[config.mk]
export PLATFORM = sky130hd
export DESIGN_NAME = ft_byte_xcvr
export DESIGN_NICKNAME = d
export VERILOG_FILES = /design/src/rtl/ft_byte_xcvr.sv
export SDC_FILE = /design/constraint.sdc
export NUM_CORES = 1
export LEC_CHECK = 0
export ABC_AREA = 1
export ABC_CLOCK_PERIOD_IN_PS = 4000
export CAP_MARGIN = 30
export CORE_MARGIN = 10
export CORE_UTILIZATION = 35
export CTS_BUF_LIST = sky130_fd_sc_hd__clkbuf_4
export CTS_CLUSTER_SIZE = 40
export DETAILED_ROUTE_END_ITERATION = 12
export PLACE_DENSITY = 0.67
export SYNTH_ARGS = -nofsm -noshare
export SYNTH_HDL_FRONTEND = slang
export SYNTH_SLANG_ARGS = --single-unit
export TNS_END_PERCENT = 50
[constraint.sdc]
create_clock -name sys_clk -period 4 [get_ports sys_clk]
set_clock_uncertainty 0.15 [all_clocks]
set_input_delay 1 -clock sys_clk [delete_from_list [all_inputs] [get_ports sys_clk]]
set_output_delay 1 -clock sys_clk [all_outputs]
set_load 0.03 [all_outputs]
[src/rtl/ft_byte_xcvr.sv]
// FT245-style synchronous byte FIFO front end: packs RX bytes into little-endian
// 32-bit words and serialises TX words into bytes, with a stall-abort timer.
module ft_byte_xcvr #(
    parameter logic [15:0] TIMEOUT_CYCLES = 16'd4095
) (
    input  logic        sys_clk,
    input  logic        sys_rst,
    input  logic        ft_rxf_n,
    input  logic        ft_txe_n,
    input  logic [7:0]  ft_data_in,
    output logic [7:0]  ft_data_out,
    output logic        ft_data_oe,
    output logic        ft_oe_n,
    output logic        ft_rd_n,
    output logic        ft_wr_n,
    input  logic        rd_req,
    input  logic [9:0]  rd_word_cnt,
    input  logic        wr_req,
    input  logic [31:0] wr_data,
    output logic        rd_rdy,
    output logic        wr_rdy,
    output logic [31:0] rd_data,
    output logic        ft_data_valid,
    output logic        ft_done,
    output logic        xfer_timeout
);

    typedef enum logic [2:0] {
        IDLE,
        RD_TURN,
        RD_DATA,
        WR_DATA,
        FINISH
    } state_t;

    state_t      state, state_nxt;
    logic [9:0]  word_tgt, word_tgt_nxt;
    logic [9:0]  word_cnt, word_cnt_nxt;
    logic [1:0]  byte_idx, byte_idx_nxt;
    logic [15:0] stall_cnt, stall_cnt_nxt;
    logic [23:0] rx_asm, rx_asm_nxt;
    logic [23:0] tx_word, tx_word_nxt;
    logic        oe_n_nxt;
    logic        rd_n_nxt;
    logic        wr_n_nxt;
    logic        data_oe_nxt;
    logic [7:0]  data_out_nxt;
    logic [31:0] rd_data_nxt;
    logic        valid_nxt;
    logic        done_nxt;
    logic        timeout_nxt;
    logic        stall_hit;

    assign rd_rdy    = (state == IDLE) && !ft_rxf_n;
    assign wr_rdy    = (state == IDLE) && !ft_txe_n;
    assign stall_hit = (stall_cnt + 16'd1) == TIMEOUT_CYCLES;

    always_comb begin
        state_nxt     = state;
        word_tgt_nxt  = word_tgt;
        word_cnt_nxt  = word_cnt;
        byte_idx_nxt  = byte_idx;
        stall_cnt_nxt = stall_cnt;
        rx_asm_nxt    = rx_asm;
        tx_word_nxt   = tx_word;
        oe_n_nxt      = ft_oe_n;
        rd_n_nxt      = ft_rd_n;
        wr_n_nxt      = ft_wr_n;
        data_oe_nxt   = ft_data_oe;
        data_out_nxt  = ft_data_out;
        rd_data_nxt   = rd_data;
        valid_nxt     = 1'b0;
        done_nxt      = 1'b0;
        timeout_nxt   = 1'b0;

        case (state)
            IDLE: begin
                stall_cnt_nxt = '0;
                byte_idx_nxt  = '0;
                if (rd_req) begin
                    word_tgt_nxt = rd_word_cnt;
                    word_cnt_nxt = '0;
                    if (rd_word_cnt == 10'd0) begin
                        state_nxt = FINISH;
                    end else begin
                        oe_n_nxt  = 1'b0;
                        state_nxt = RD_TURN;
                    end
                end else if (wr_req) begin
                    tx_word_nxt  = wr_data[31:8];
                    data_out_nxt = wr_data[7:0];
                    data_oe_nxt  = 1'b1;
                    state_nxt    = WR_DATA;
                end
            end

            // Bus turnaround: FT drives the bus one cycle after OE# falls.
            RD_TURN: begin
                rd_n_nxt  = 1'b0;
                state_nxt = RD_DATA;
            end

            RD_DATA: begin
                if (!ft_rd_n && !ft_rxf_n) begin
                    stall_cnt_nxt = '0;
                    byte_idx_nxt  = byte_idx + 2'd1;
                    case (byte_idx)
                        2'd0:    rx_asm_nxt[7:0]   = ft_data_in;
                        2'd1:    rx_asm_nxt[15:8]  = ft_data_in;
                        2'd2:    rx_asm_nxt[23:16] = ft_data_in;
                        default: begin
                            rd_data_nxt  = {ft_data_in, rx_asm};
                            valid_nxt    = 1'b1;
                            word_cnt_nxt = word_cnt + 10'd1;
                            if ((word_cnt + 10'd1) == word_tgt) begin
                                done_nxt  = 1'b1;
                                rd_n_nxt  = 1'b1;
                                oe_n_nxt  = 1'b1;
                                state_nxt = IDLE;
                            end
                        end
                    endcase
                end else if (!ft_rd_n) begin
                    stall_cnt_nxt = stall_cnt + 16'd1;
                    if (stall_hit) begin
                        rd_n_nxt    = 1'b1;
                        oe_n_nxt    = 1'b1;
                        data_oe_nxt = 1'b0;
                        timeout_nxt = 1'b1;
                        done_nxt    = 1'b1;
                        state_nxt   = IDLE;
                    end
                end
            end

            // First WR_DATA cycle only drops WR#; bytes move once it is low.
            WR_DATA: begin
                if (ft_wr_n) begin
                    wr_n_nxt = 1'b0;
                end else if (!ft_txe_n) begin
                    stall_cnt_nxt = '0;
                    byte_idx_nxt  = byte_idx + 2'd1;
                    case (byte_idx)
                        2'd0:    data_out_nxt = tx_word[7:0];
                        2'd1:    data_out_nxt = tx_word[15:8];
                        2'd2:    data_out_nxt = tx_word[23:16];
                        default: begin
                            wr_n_nxt    = 1'b1;
                            data_oe_nxt = 1'b0;
                            state_nxt   = FINISH;
                        end
                    endcase
                end else begin
                    stall_cnt_nxt = stall_cnt + 16'd1;
                    if (stall_hit) begin
                        wr_n_nxt    = 1'b1;
                        oe_n_nxt    = 1'b1;
                        rd_n_nxt    = 1'b1;
                        data_oe_nxt = 1'b0;
                        timeout_nxt = 1'b1;
                        done_nxt    = 1'b1;
                        state_nxt   = IDLE;
                    end
                end
            end

            FINISH: begin
                done_nxt  = 1'b1;
                state_nxt = IDLE;
            end

            default: state_nxt = IDLE;
        endcase
    end

    always_ff @(posedge sys_clk or posedge sys_rst) begin
        if (sys_rst) begin
            state         <= IDLE;
            word_tgt      <= '0;
            word_cnt      <= '0;
            byte_idx      <= '0;
            stall_cnt     <= '0;
            ft_oe_n       <= 1'b1;
            ft_rd_n       <= 1'b1;
            ft_wr_n       <= 1'b1;
            ft_data_oe    <= 1'b0;
            ft_data_out   <= '0;
            rd_data       <= '0;
            ft_data_valid <= 1'b0;
            ft_done       <= 1'b0;
            xfer_timeout  <= 1'b0;
        end else begin
            state         <= state_nxt;
            word_tgt      <= word_tgt_nxt;
            word_cnt      <= word_cnt_nxt;
            byte_idx      <= byte_idx_nxt;
            stall_cnt     <= stall_cnt_nxt;
            ft_oe_n       <= oe_n_nxt;
            ft_rd_n       <= rd_n_nxt;
            ft_wr_n       <= wr_n_nxt;
            ft_data_oe    <= data_oe_nxt;
            ft_data_out   <= data_out_nxt;
            rd_data       <= rd_data_nxt;
            ft_data_valid <= valid_nxt;
            ft_done       <= done_nxt;
            xfer_timeout  <= timeout_nxt;
        end
    end

    // Assembly and TX holding registers are pure data; stale contents are never observed.
    always_ff @(posedge sys_clk) begin
        rx_asm  <= rx_asm_nxt;
        tx_word <= tx_word_nxt;
    end

endmodule

== After elaboration in Yosys (flattened, before gate mapping) ==
Index checks and enable logic that the tools add are counted.
Storage, ports and cells
  output and inout bits: 49
  memories kept: 0
  RAM bits: 0
  bits in latches: 0
  ROM bits: 0
  input port bits: 56
  bits in registers: 136
Cells by class
  $lt $le $gt $ge: 0
  equality and inequality tests: 26
  divide/modulo/power cells: 0
  muxes and demuxes: 71
  reductions and logical operators: 28
  bitwise logic cells: 2
  $mul: 0
  shift operators: 0
  $add $sub $neg: 3
Operators with widths (number)
  16-bit two-way mux: 4
  16-bit case mux with 3 select lines: 1
  1-bit two-way mux: 35
  3-bit two-way mux: 11
  8-bit two-way mux: 4
  10-bit two-way mux: 3
  2-bit != test, second input constant: 12
  8-bit case mux with 3 select lines: 1
  10-bit case mux with 2 select lines: 1
  3-bit AND reduction: 6
  6-bit AND reduction: 3
  16-bit by 1-bit adder with 16-bit output, second input constant: 1
  16-bit by 12-bit == test with 1-bit output, second input constant: 1
  8-bit case mux with 2 select lines: 1
  3-bit != test, second input constant: 5
  1-bit case mux with 3 select lines: 4
  3-bit case mux with 4 select lines: 1
  10-bit by 1-bit adder with 10-bit output, second input constant: 1
  10-bit == test: 1
  10-bit zero test: 1
  4-bit AND reduction: 2
  8-bit AND reduction: 1
  7-bit AND reduction: 1
  3-bit by 2-bit == test with 1-bit output, second input constant: 2
  18 further kinds: 27

== Longest topological paths before layout ==
Gate-level depths: netlist (run 1).
  word-level depth: 6
  mapped depth: 15
  gate-level depth less buffers: 15

== Worst setup path before layout (run 1) ==
OpenSTA, ideal clock, no wires.
  path type: input to register
  from: input port rd_req
  to: register tx_word[0], enable pin
  data arrival time: 2.175 ns
  library setup time: 0.405 ns
  data required time: 3.445 ns
  setup slack: 1.270 ns
  stages on the path: 3
  cells stage by stage: inv_1 > nand2_1 > nor2_1
On the way
  longest elaborated chain between the ends: 2
Ends and longest elaborated chain
  start: declaration: RTL line 16  | input logic rd_req,
  1-bit inverter (no line)
  3-bit AND reduction (no line)
  end signal: assignment: RTL line 213  | tx_word <= tx_word_nxt;
  end: declaration: RTL line 42  | logic [23:0] tx_word, tx_word_nxt;
No other way between the ends.
A chain may end at the register's enable or synchronous reset.

== Final worst setup path (run 1) ==
  from: register state[1]
  to: output port wr_rdy
On the way
  longest elaborated chain between the ends: 2
Ends and longest elaborated chain
  start: declaration: RTL line 36  | state_t state, state_nxt;
  start signal: assignment: RTL line 193  | state <= state_nxt;
  3-bit zero test: RTL line 55  | assign wr_rdy = (state == IDLE) && !ft_txe_n;
  1-bit logical AND: RTL line 55
  end: declaration: RTL line 21  | output logic wr_rdy,
No other way between the ends.

==> metrics, run 1 <==
status finished clean; number of global-route vias before repair a little over 5,000; Critical Path End Type primary output; CTS tree done; IO Count 105; VDD IR max between 0.3 and 0.4 mV; final hold violations 0; CTS clock-pin slew for the worst setup and hold paths 0.13 ns; Fmax 288 MHz; area leader, netlist dfrtp_1; number of port buffers approximately 100; Worst-Margin Slew roughly 0.9 ns; most common cell after layout, fill and taps aside nand2_1; clk buf depth 2; largest net degree at the start of global routing 40; crit path max fanout 9; Via-to-Cell Ratio 4.74; PostCTS Resize Cnt 0; ranking of synthesized cells by area dfrtp_1 (34%), edfxtp_1 (23%), nand2_1 (14%), nand3_1 (4.2%), nor2_1 (3.8%); Yosys reg bits about 140; Seq/Total Area, Yosys 57.7%; syn_nets 772; Arrival @ worst endpoint ~2.3 ns; initial antenna violation count 1; detailed-route DRC error count 0; Die Width 154 um; leading cell types in the layout, fill and taps excluded nand2_1 (240), clkdlybuf4s50_1 (104), dfrtp_1 (85), nor2_1 (63), inv_1 (58); RSZ-0062 raised after global routing false; startpoint types register; Pins Over Slew Limit 0; postcts setup bufs 0; Top FF cell, synth dfrtp_1; period utilization 86.9%; first drt pass iteration count 5; full die area about 24,000 um^2; Filler Cell Count between 1,500 and 2,000; Mapped Area roughly 6300 um^2; post-synth cell types 36; GPL Wtd Cong a little over 0.9; Routed wire per std cell roughly 15 um; Routed WL approximately 16,000 um; EDFF count, synth between 40 and 50; setup TNS 0 ns; YS warnings 0; area delta synth->final 25.5%; initial DRC count 287; gr usage total 13.5%; pwr dens around 670 nW/um^2; Hold Path Class reg -> reg; post-layout min period between 3 and 4 ns; # setup viols final 0; WS Path Type reg -> out; layout cells sized above 1 a little under a tenth; core area ~18,000 um^2; HPWL Detailed roughly 12,000 um; Tot Pwr ~0.0053 W; clk sink count between 100 and 150; clock root cell clkbuf_4; Clk Latency, worst-skew pair about 0.54 ns; Syn Inst Count around 710; Vias slightly above 5,000; Slew headroom between 30% and 40%; CTS Hold Buffers Added 0; Synth async-reset ratio 64.7%; top cell type's share of synthesized area between 30% and 40%; fin nets slightly below 900; gr ovfl total 0; Initial Util ~35%; die span in y ~150 um; Post-Syn Area per Cell about 8.9 um^2; MaxCap Viol Count 0; DRT antenna net count 0; first-pass GRT wire length 26,300 um; CTS buffer count 17; row cnt 49; WP data required ~2.9 ns; H-tree depth 4; Leak Pwr roughly 3.3 nW
[layout make-up]
type	count	area [um^2]	share of cell area [%]
flip-flops and latches	136	3650	46.0
multi-input cells	490	2310	29.2
repair buffers	113	1120	14.1
well taps	229	287	3.61
inverters	63	238	3.00
clock inverters	15	191	2.41
clock buffers	17	128	1.61
diodes	1	2.50	0.0316
[routing by layer]
metal	wire (um)	up-vias	GRT usage, %
met2	8110	115	23.9
met5	0	-	0
li1	-	2548	-
met1	6780	2363	15.6
met4	255	0	4.77
met3	773	22	3.08
[through the flow]
| stage | std cells | hold slack [ns] | area, um^2 | setup WS (ns) | util, % |
|---|---|---|---|---|---|
| 2_1_floorplan | 709 | 0.275 | 6320 | 0.576 | - |
| 3_5_place_dp | 1031 | 0.283 | 7610 | 0.594 | 42.6 |
| 3_3_place_gp | 1031 | 0.278 | 7610 | 0.598 | 42.6 |
| 6_report | 1064 | 0.301 | 7930 | 0.524 | 44.4 |
| 5_1_grt | 1064 | 0.330 | 7930 | 0.417 | 44.4 |
| 4_1_cts | 1063 | 0.297 | 7930 | 0.468 | 44.4 |
[report_power, final]
group,total (W),internal [W],switching [W]
logic,0.00229,0.000820,0.00147
clock network,0.00100,0.000448,0.000555
registers,0.00203,0.00182,0.000210
[state kept, by name, summed over array words and instances, names as in the netlist, 2 cells and up]
register,flops
rx_asm,24
state,3
tx_word,24
word_cnt,10
ft_data_out,8
byte_idx,2
stall_cnt,16
rd_data,32
word_tgt,10
[worst max-delay path, stage by stage (launching register included)]
cell	delay, ns
dfrtp_1	0.45
nor2_1	0.15
nand2_1	0.29
nor2_1	0.19
clkdlybuf4s50_1	0.69
[worst paths after layout]
path                                       from                          to  slack, ns  cells past startpoint
min reg2reg                rx_asm[21]$_DFFE_PP_     rd_data[21]$_DFFE_PP0P_       0.30                      2
max in group asynchronous               sys_rst         ft_wr_n$_DFFE_PP1P_       2.30                      3
max                        state[1]$_DFFE_PP0P_                      wr_rdy       0.52                      4
min in group asynchronous               sys_rst  ft_data_out[0]$_DFFE_PP0P_       0.62                      2
max reg2reg                state[2]$_DFFE_PP0P_  ft_data_out[0]$_DFFE_PP0P_       1.33                      7
min                        rx_asm[21]$_DFFE_PP_     rd_data[21]$_DFFE_PP0P_       0.30                      2
[cells by family (layout without fill, tap and decap cells)]
logic type | count (synthesis) | after routing | share of synthesized area [%]
AO/OA/AOI/OAI | 79 | 79 | 7.11
XOR/XNOR | 6 | 6 | 0.832
adder cells (fa/ha/maj) | 7 | 7 | 1.39
buffers and inverters | 83 | 208 | 5.67
flip-flops | 136 | 136 | 57.7
other | 0 | 1 | 0
AND/OR/NAND/NOR | 398 | 398 | 27.3
[Yosys cell counts (8+ instances only)]
library cell / n
o21ai_1: 8
a21oi_1: 8
dfrtp_1: 85
o21ai_0: 33
nand2_1: 240
nand3_1: 53
edfxtp_1: 48
clkbuf_1: 8
o211ai_1: 8
inv_1: 59
o22ai_1: 11
a31oi_1: 8
nor2_1: 64
nor2_2: 10
No activity file was read; power rests on OpenSTA's default activity.
==> run 2: changes to the inputs <==
CTS_CLUSTER_SIZE = 25   (was 40)
MAX_ROUTING_LAYER = met4   (was default)
TNS_END_PERCENT = default   (was 50)
==> run 2 against run 1 <==
Against the previous run:
- critical path depth is the same
- sequential cell count is the same
- global-route usage grew 0.30 points
- fmax grew 0.12%
- sequential power is essentially flat
- critical path type unchanged
- clock-buffer cell count is the same
- via count grew 0.55%
- worst setup slack gained 0.0042 ns
- total power shrank 2.5%
- clock power shrank 14%
- critical endpoint unchanged
- register-to-register slack lost 0.08 ns
- routed wire length grew 0.14%
- largest power group unchanged
==> metrics, run 2 (synthesized netlist as in run 1, its figures left out) <==
status finished clean; initial DRC count 317 (+10%); most common cell after layout, fill and taps aside nand2_1; gr ovfl total 0 (unchanged); first drt pass iteration count 5 (unchanged); Worst-Margin Slew 0.982 ns (+0.0863 ns); leading cell types in the layout, fill and taps excluded nand2_1 (240), clkdlybuf4s50_1 (104), dfrtp_1 (85), nor2_1 (63), inv_1 (58); full die area 23,800 um^2 (unchanged); WS Path Type reg -> out; worst setup margin 0.528 ns (+0.00416 ns); Via-to-Cell Ratio 4.77 (+0.55%); worst reg2reg path depth 6 (-1); dpl ws 0.596 ns (+0.00179 ns); initial antenna violation count 1 (unchanged); WP buf/inv 1 (unchanged); most used cell, CP nor2_1; largest net degree at the start of global routing 40 (unchanged); Fmax 288 MHz (+0.12%); clk sink count 136 (unchanged); IO Count 105 (unchanged); HPWL Detailed 11,600 um (-1.4%); PostCTS Resize Cnt 0 (unchanged); detailed-route DRC error count 0 (unchanged); number of port buffers 104 (unchanged); first-pass GRT wire length 25,900 um (-1.6%); fin util 44.1% (-0.32 points); Routed WL 15,900 um (+0.14%); Leak Pwr 3.30 nW (-1.1%); post-layout min period 3.47 ns (-0.00416 ns); startpoint types register; Hold EP rd_data[21]$_DFFE_PP0P_; Die Width 154 um (unchanged); final hold violations 0 (unchanged); Vias 5,076 (+0.55%); Largest regs rd_data x32, rx_asm x24, tx_word x24; H-tree depth 4 (unchanged); Hold Crit Depth 2 (unchanged); CTS tree done; period utilization 86.8% (-0.10 points); Initial Util 35.4% (unchanged); Routed wire per std cell 15.0 um (+0.14%); die span in y 154 um (unchanged); fin nets 884 (unchanged); Critical Path End Type primary output; CP top delay family buffers and inverters; GPL Wtd Cong 0.913 (-0.69%); number of flip-flops in the largest register 32 (unchanged); clk buf depth 2 (unchanged); CTS buffer count 17 (unchanged); Clk Latency, worst-skew pair 0.55 ns (about the same); Max stage delay on crit path 0.69 ns (about the same); postcts setup bufs 0 (unchanged); crit path max fanout 9 (unchanged); CTS clock-pin slew for the worst setup and hold paths 0.14 ns (about the same); # setup viols final 0 (unchanged); post-route cell area 7870 um^2 (-0.73%); Most flops, register rd_data; WP data required 2.85 ns (about the same); clock root cell clkbuf_4; row cnt 49 (unchanged); Slew headroom 34.0% (-5.8 points); core area 17,800 um^2 (unchanged); min-delay src rx_asm[21]$_DFFE_PP_; slowest stage cell on the critical path clkdlybuf4s50_1; CTS Hold Buffers Added 0 (unchanged); Cell Area, Placed 7610 um^2 (unchanged); MaxCap Viol Count 0 (unchanged); area delta synth->final 24.6%; Hold Path Class reg -> reg; reg2reg setup slack 1.25 ns (-0.08 ns); Critical Path Stages 4 (unchanged); CP Cell Sequence nor2_1 -> nand2_1 -> nor2_1 -> clkdlybuf4s50_1; gr usage total 13.8% (+0.30 points); setup TNS 0 ns (unchanged); Tot Pwr 0.00519 W (-2.5%); RSZ-0062 raised after global routing false; r2r endpoint ft_data_out[1]$_DFFE_PP0P_; pwr dens 660 nW/um^2 (-1.8%); VDD IR max 0.307 mV (-15%); FF-to-FF Start state[2]$_DFFE_PP0P_; layout cells sized above 1 9.35% (unchanged); DRT antenna net count 0 (unchanged); Arrival @ worst endpoint 2.32 ns (about the same); Pins Over Slew Limit 0 (unchanged); number of global-route vias before repair 4,991 (-3.4%)
## run 2: cell count changes in the layout (fill, tap and decap cells not counted), sizes merged
| cell | previous run | this run |
|---|---|---|
| clkinvlp | 1 | 4 |
| inv | 67 | 72 |
| bufinv | 3 | 0 |
| clkinv | 7 | 2 |
## run 2: worst max path at each step
stage | slack [ns] | start | to
final | 0.53 | state[1]$_DFFE_PP0P_ | wr_rdy
after detailed placement | 0.60 | ft_txe_n | wr_rdy
after global placement | 0.59 | ft_txe_n | wr_rdy
after CTS | 0.47 | state[1]$_DFFE_PP0P_ | wr_rdy
after global routing | 0.41 | state[1]$_DFFE_PP0P_ | rd_rdy
after floorplan | 0.58 | sys_rst | byte_idx[0]$_DFFE_PP0P_
## run 2: report_power, final
part / total, W / switching, W / internal [W] / leakage [nW]
Sequential: 0.00202 / 0.000208 / 0.00182 / 1.56
Clock: 0.000857 / 0.000587 / 0.000270 / 0.134
Combinational: 0.00231 / 0.00149 / 0.000820 / 1.60
Total: 0.00519 / 0.00229 / 0.00291 / 3.30
## run 2: per-stage QoR
stage,hold WS [ns],std cells
after detailed placement,0.284,1031
after global placement,0.278,1031
after CTS,0.291,1063
final,0.287,1064
after global routing,0.320,1064
after floorplan,0.275,709
## run 2: area by class of cell
| cell class | count | area [um^2] |
|---|---|---|
| clock buffer | 17 | 128 |
| fill | 1759 | 9970 |
| clock inverter | 15 | 134 |
| timing repair buffer | 113 | 1120 |
| multi-input combinational | 490 | 2310 |
| sequential | 136 | 3650 |
| inverter | 63 | 238 |
| tap | 229 | 287 |
| antenna | 1 | 2.50 |
## run 2: tightest hold or removal path, stage by stage (launching register included)
cell,delay (ns)
edfxtp_1,0.34
nand2_1,0.05
nand2_1,0.05
## run 2: routing by layer
layer | routed length, um | vias up | global-route usage [%] | share of wire [%]
met5 | 0 | - | - | 0
met1 | 6990 | 2379 | 16.2 | 44
li1 | - | 2547 | - | -
met4 | 322 | 0 | 5.04 | 2.0
met3 | 707 | 24 | 3.08 | 4.4
met2 | 7930 | 126 | 22.8 | 50
==> run 3: changes to the inputs <==
PLACE_DENSITY = default   (was 0.67)
PLACE_DENSITY_LB_ADDON = 0.2   (was default)
==> run 3 against run 2 <==
Against the previous run:
- fmax decreased by 0.28%
- die area stayed put
- routed wire length fell by 1.8%
- critical path depth unchanged
- global-route usage decreased by 0.18 points
- worst hold slack improved by 0.012 ns
- combinational power about the same
==> metrics, run 3 (synthesized netlist as in run 1, its figures left out) <==
status finished clean; die span in y 154 um (unchanged); FF-to-FF Start state[2]$_DFFE_PP0P_; layout cells sized above 1 9.36% (+0.011 points); CTS tree done; slowest stage cell on the critical path clkdlybuf4s50_1; # setup viols final 0 (unchanged); Via-to-Cell Ratio 4.64 (-2.7%); Critical Path End Type primary output; number of port buffers 104 (unchanged); setup TNS 0 ns (unchanged); HPWL Detailed 11,200 um (-3.0%); initial antenna violation count 1 (unchanged); placed cells 1,030 (-0.097%); r2r endpoint ft_data_out[3]$_DFFE_PP0P_; largest net degree at the start of global routing 51 (+28%); full die area 23,800 um^2 (unchanged); CP Cell Sequence nor2_1 -> nand2_1 -> nor2_1 -> clkdlybuf4s50_1; most used cell, CP nor2_1; RSZ-0062 raised after global routing false; row cnt 49 (unchanged); clk sink count 136 (unchanged); Clk Latency, worst-skew pair 0.55 ns (about the same); Slew headroom 44.4% (+10 points); reg2reg setup slack 1.44 ns (+0.19 ns); MaxCap Viol Count 0 (unchanged); gr ovfl total 0 (unchanged); post-layout min period 3.48 ns (+0.00958 ns); Initial Util 35.4% (unchanged); Fmax 287 MHz (-0.28%); Leak Pwr 3.32 nW (+0.53%); Tot Pwr 0.00526 W (+1.2%); crit path max fanout 9 (unchanged); Hold EP rd_data[22]$_DFFE_PP0P_; CTS clock-pin slew for the worst setup and hold paths 0.13 ns (about the same); H-tree depth 4 (unchanged); area delta synth->final 25.1%; final hold slack 0.299 ns (+0.0117 ns); first drt pass iteration count 4 (-1); WP buf/inv 1 (unchanged); GPL Wtd Cong 0.894 (-2.1%); Vias 4,933 (-2.8%); fin nets 883 (-0.11%); CP top delay family buffers and inverters; postcts setup bufs 0 (unchanged); Worst-Margin Slew 0.827 ns (-0.155 ns); Max stage delay on crit path 0.70 ns (about the same); Hold Crit Depth 2 (unchanged); gr usage total 13.6% (-0.18 points); non-filler cells, final 1,063 (-0.094%); most common cell after layout, fill and taps aside nand2_1; number of flip-flops in the largest register 32 (unchanged); WS Path Type reg -> out; startpoint types register; Largest regs rd_data x32, rx_asm x24, tx_word x24; detailed-route DRC error count 0 (unchanged); initial DRC count 292 (-7.9%); Filler Cell Count 1,761 (+0.11%); number of global-route vias before repair 4,851 (-2.8%); core area 17,800 um^2 (unchanged); final hold violations 0 (unchanged); min-delay src rx_asm[22]$_DFFE_PP_; clock root cell clkbuf_4; Die Width 154 um (unchanged); DRT antenna net count 0 (unchanged); period utilization 87.0% (+0.24 points); PostCTS Resize Cnt 0 (unchanged); CTS Hold Buffers Added 0 (unchanged); CTS buffer count 17 (unchanged); first-pass GRT wire length 25,600 um (-1.1%); pwr dens 666 nW/um^2 (+0.86%); VDD IR max 0.309 mV (+0.72%); Routed WL 15,700 um (-1.8%); clk buf depth 2 (unchanged); Pins Over Slew Limit 0 (unchanged); leading cell types in the layout, fill and taps excluded nand2_1 (240), clkdlybuf4s50_1 (104), dfrtp_1 (85), nor2_1 (62), inv_1 (58); worst reg2reg path depth 7 (+1); Routed wire per std cell 14.7 um (-1.7%); Arrival @ worst endpoint 2.33 ns (about the same); WP data required 2.85 ns (about the same); IO Count 105 (unchanged); Hold Path Class reg -> reg; Most flops, register rd_data
==> run 3: metrics by stage <==
stage,setup WS (ns),area [um^2],util [%]
floorplan,0.576,6320,-
global placement,0.608,7600,42.6
detailed placement,0.566,7600,42.6
CTS,0.460,7900,44.3
global route,0.399,7900,44.3
finish,0.518,7900,44.3
==> run 3: tightest hold or removal path, stage by stage, from the launching register on <==
cell,delay [ns]
edfxtp_1,0.34
nand2_1,0.05
nand2_1,0.05
==> run 3: worst max path at each step <==
stage | end | from | depth (start not counted) | slack (ns)
5_1_grt | wr_rdy | state[1]$_DFFE_PP0P_ | 4 | 0.40
6_report | wr_rdy | state[1]$_DFFE_PP0P_ | 4 | 0.52
2_1_floorplan | byte_idx[0]$_DFFE_PP0P_ | sys_rst | 1 | 0.58
3_5_place_dp | wr_rdy | ft_txe_n | 3 | 0.57
3_3_place_gp | rd_rdy | ft_rxf_n | 3 | 0.61
4_1_cts | wr_rdy | state[1]$_DFFE_PP0P_ | 4 | 0.46
==> run 3: where the power goes <==
part           switching, W  internal (W)
clock network      0.000560      0.000394
registers          0.000197       0.00182
logic               0.00147      0.000821
total               0.00223       0.00303
==> run 3: layout make-up <==
cell class	count	area, um^2	share of cell area, %
Sequential cell	136	3650	46.2
Multi-Input combinational cell	490	2320	29.3
Timing Repair Buffer	112	1110	14.1
Tap cell	229	287	3.63
Inverter	63	238	3.01
Clock inverter	14	160	2.03
Clock buffer	18	135	1.71
Antenna cell	1	2.50	0.0317
==> run 3: per-layer routing <==
| layer | GRT usage, % | wire length, um |
|---|---|---|
| met1 | 16.4 | 7190 |
| met2 | 21.6 | 7550 |
| met3 | 4.16 | 717 |
| met4 | 3.91 | 204 |
| met5 | - | 0 |
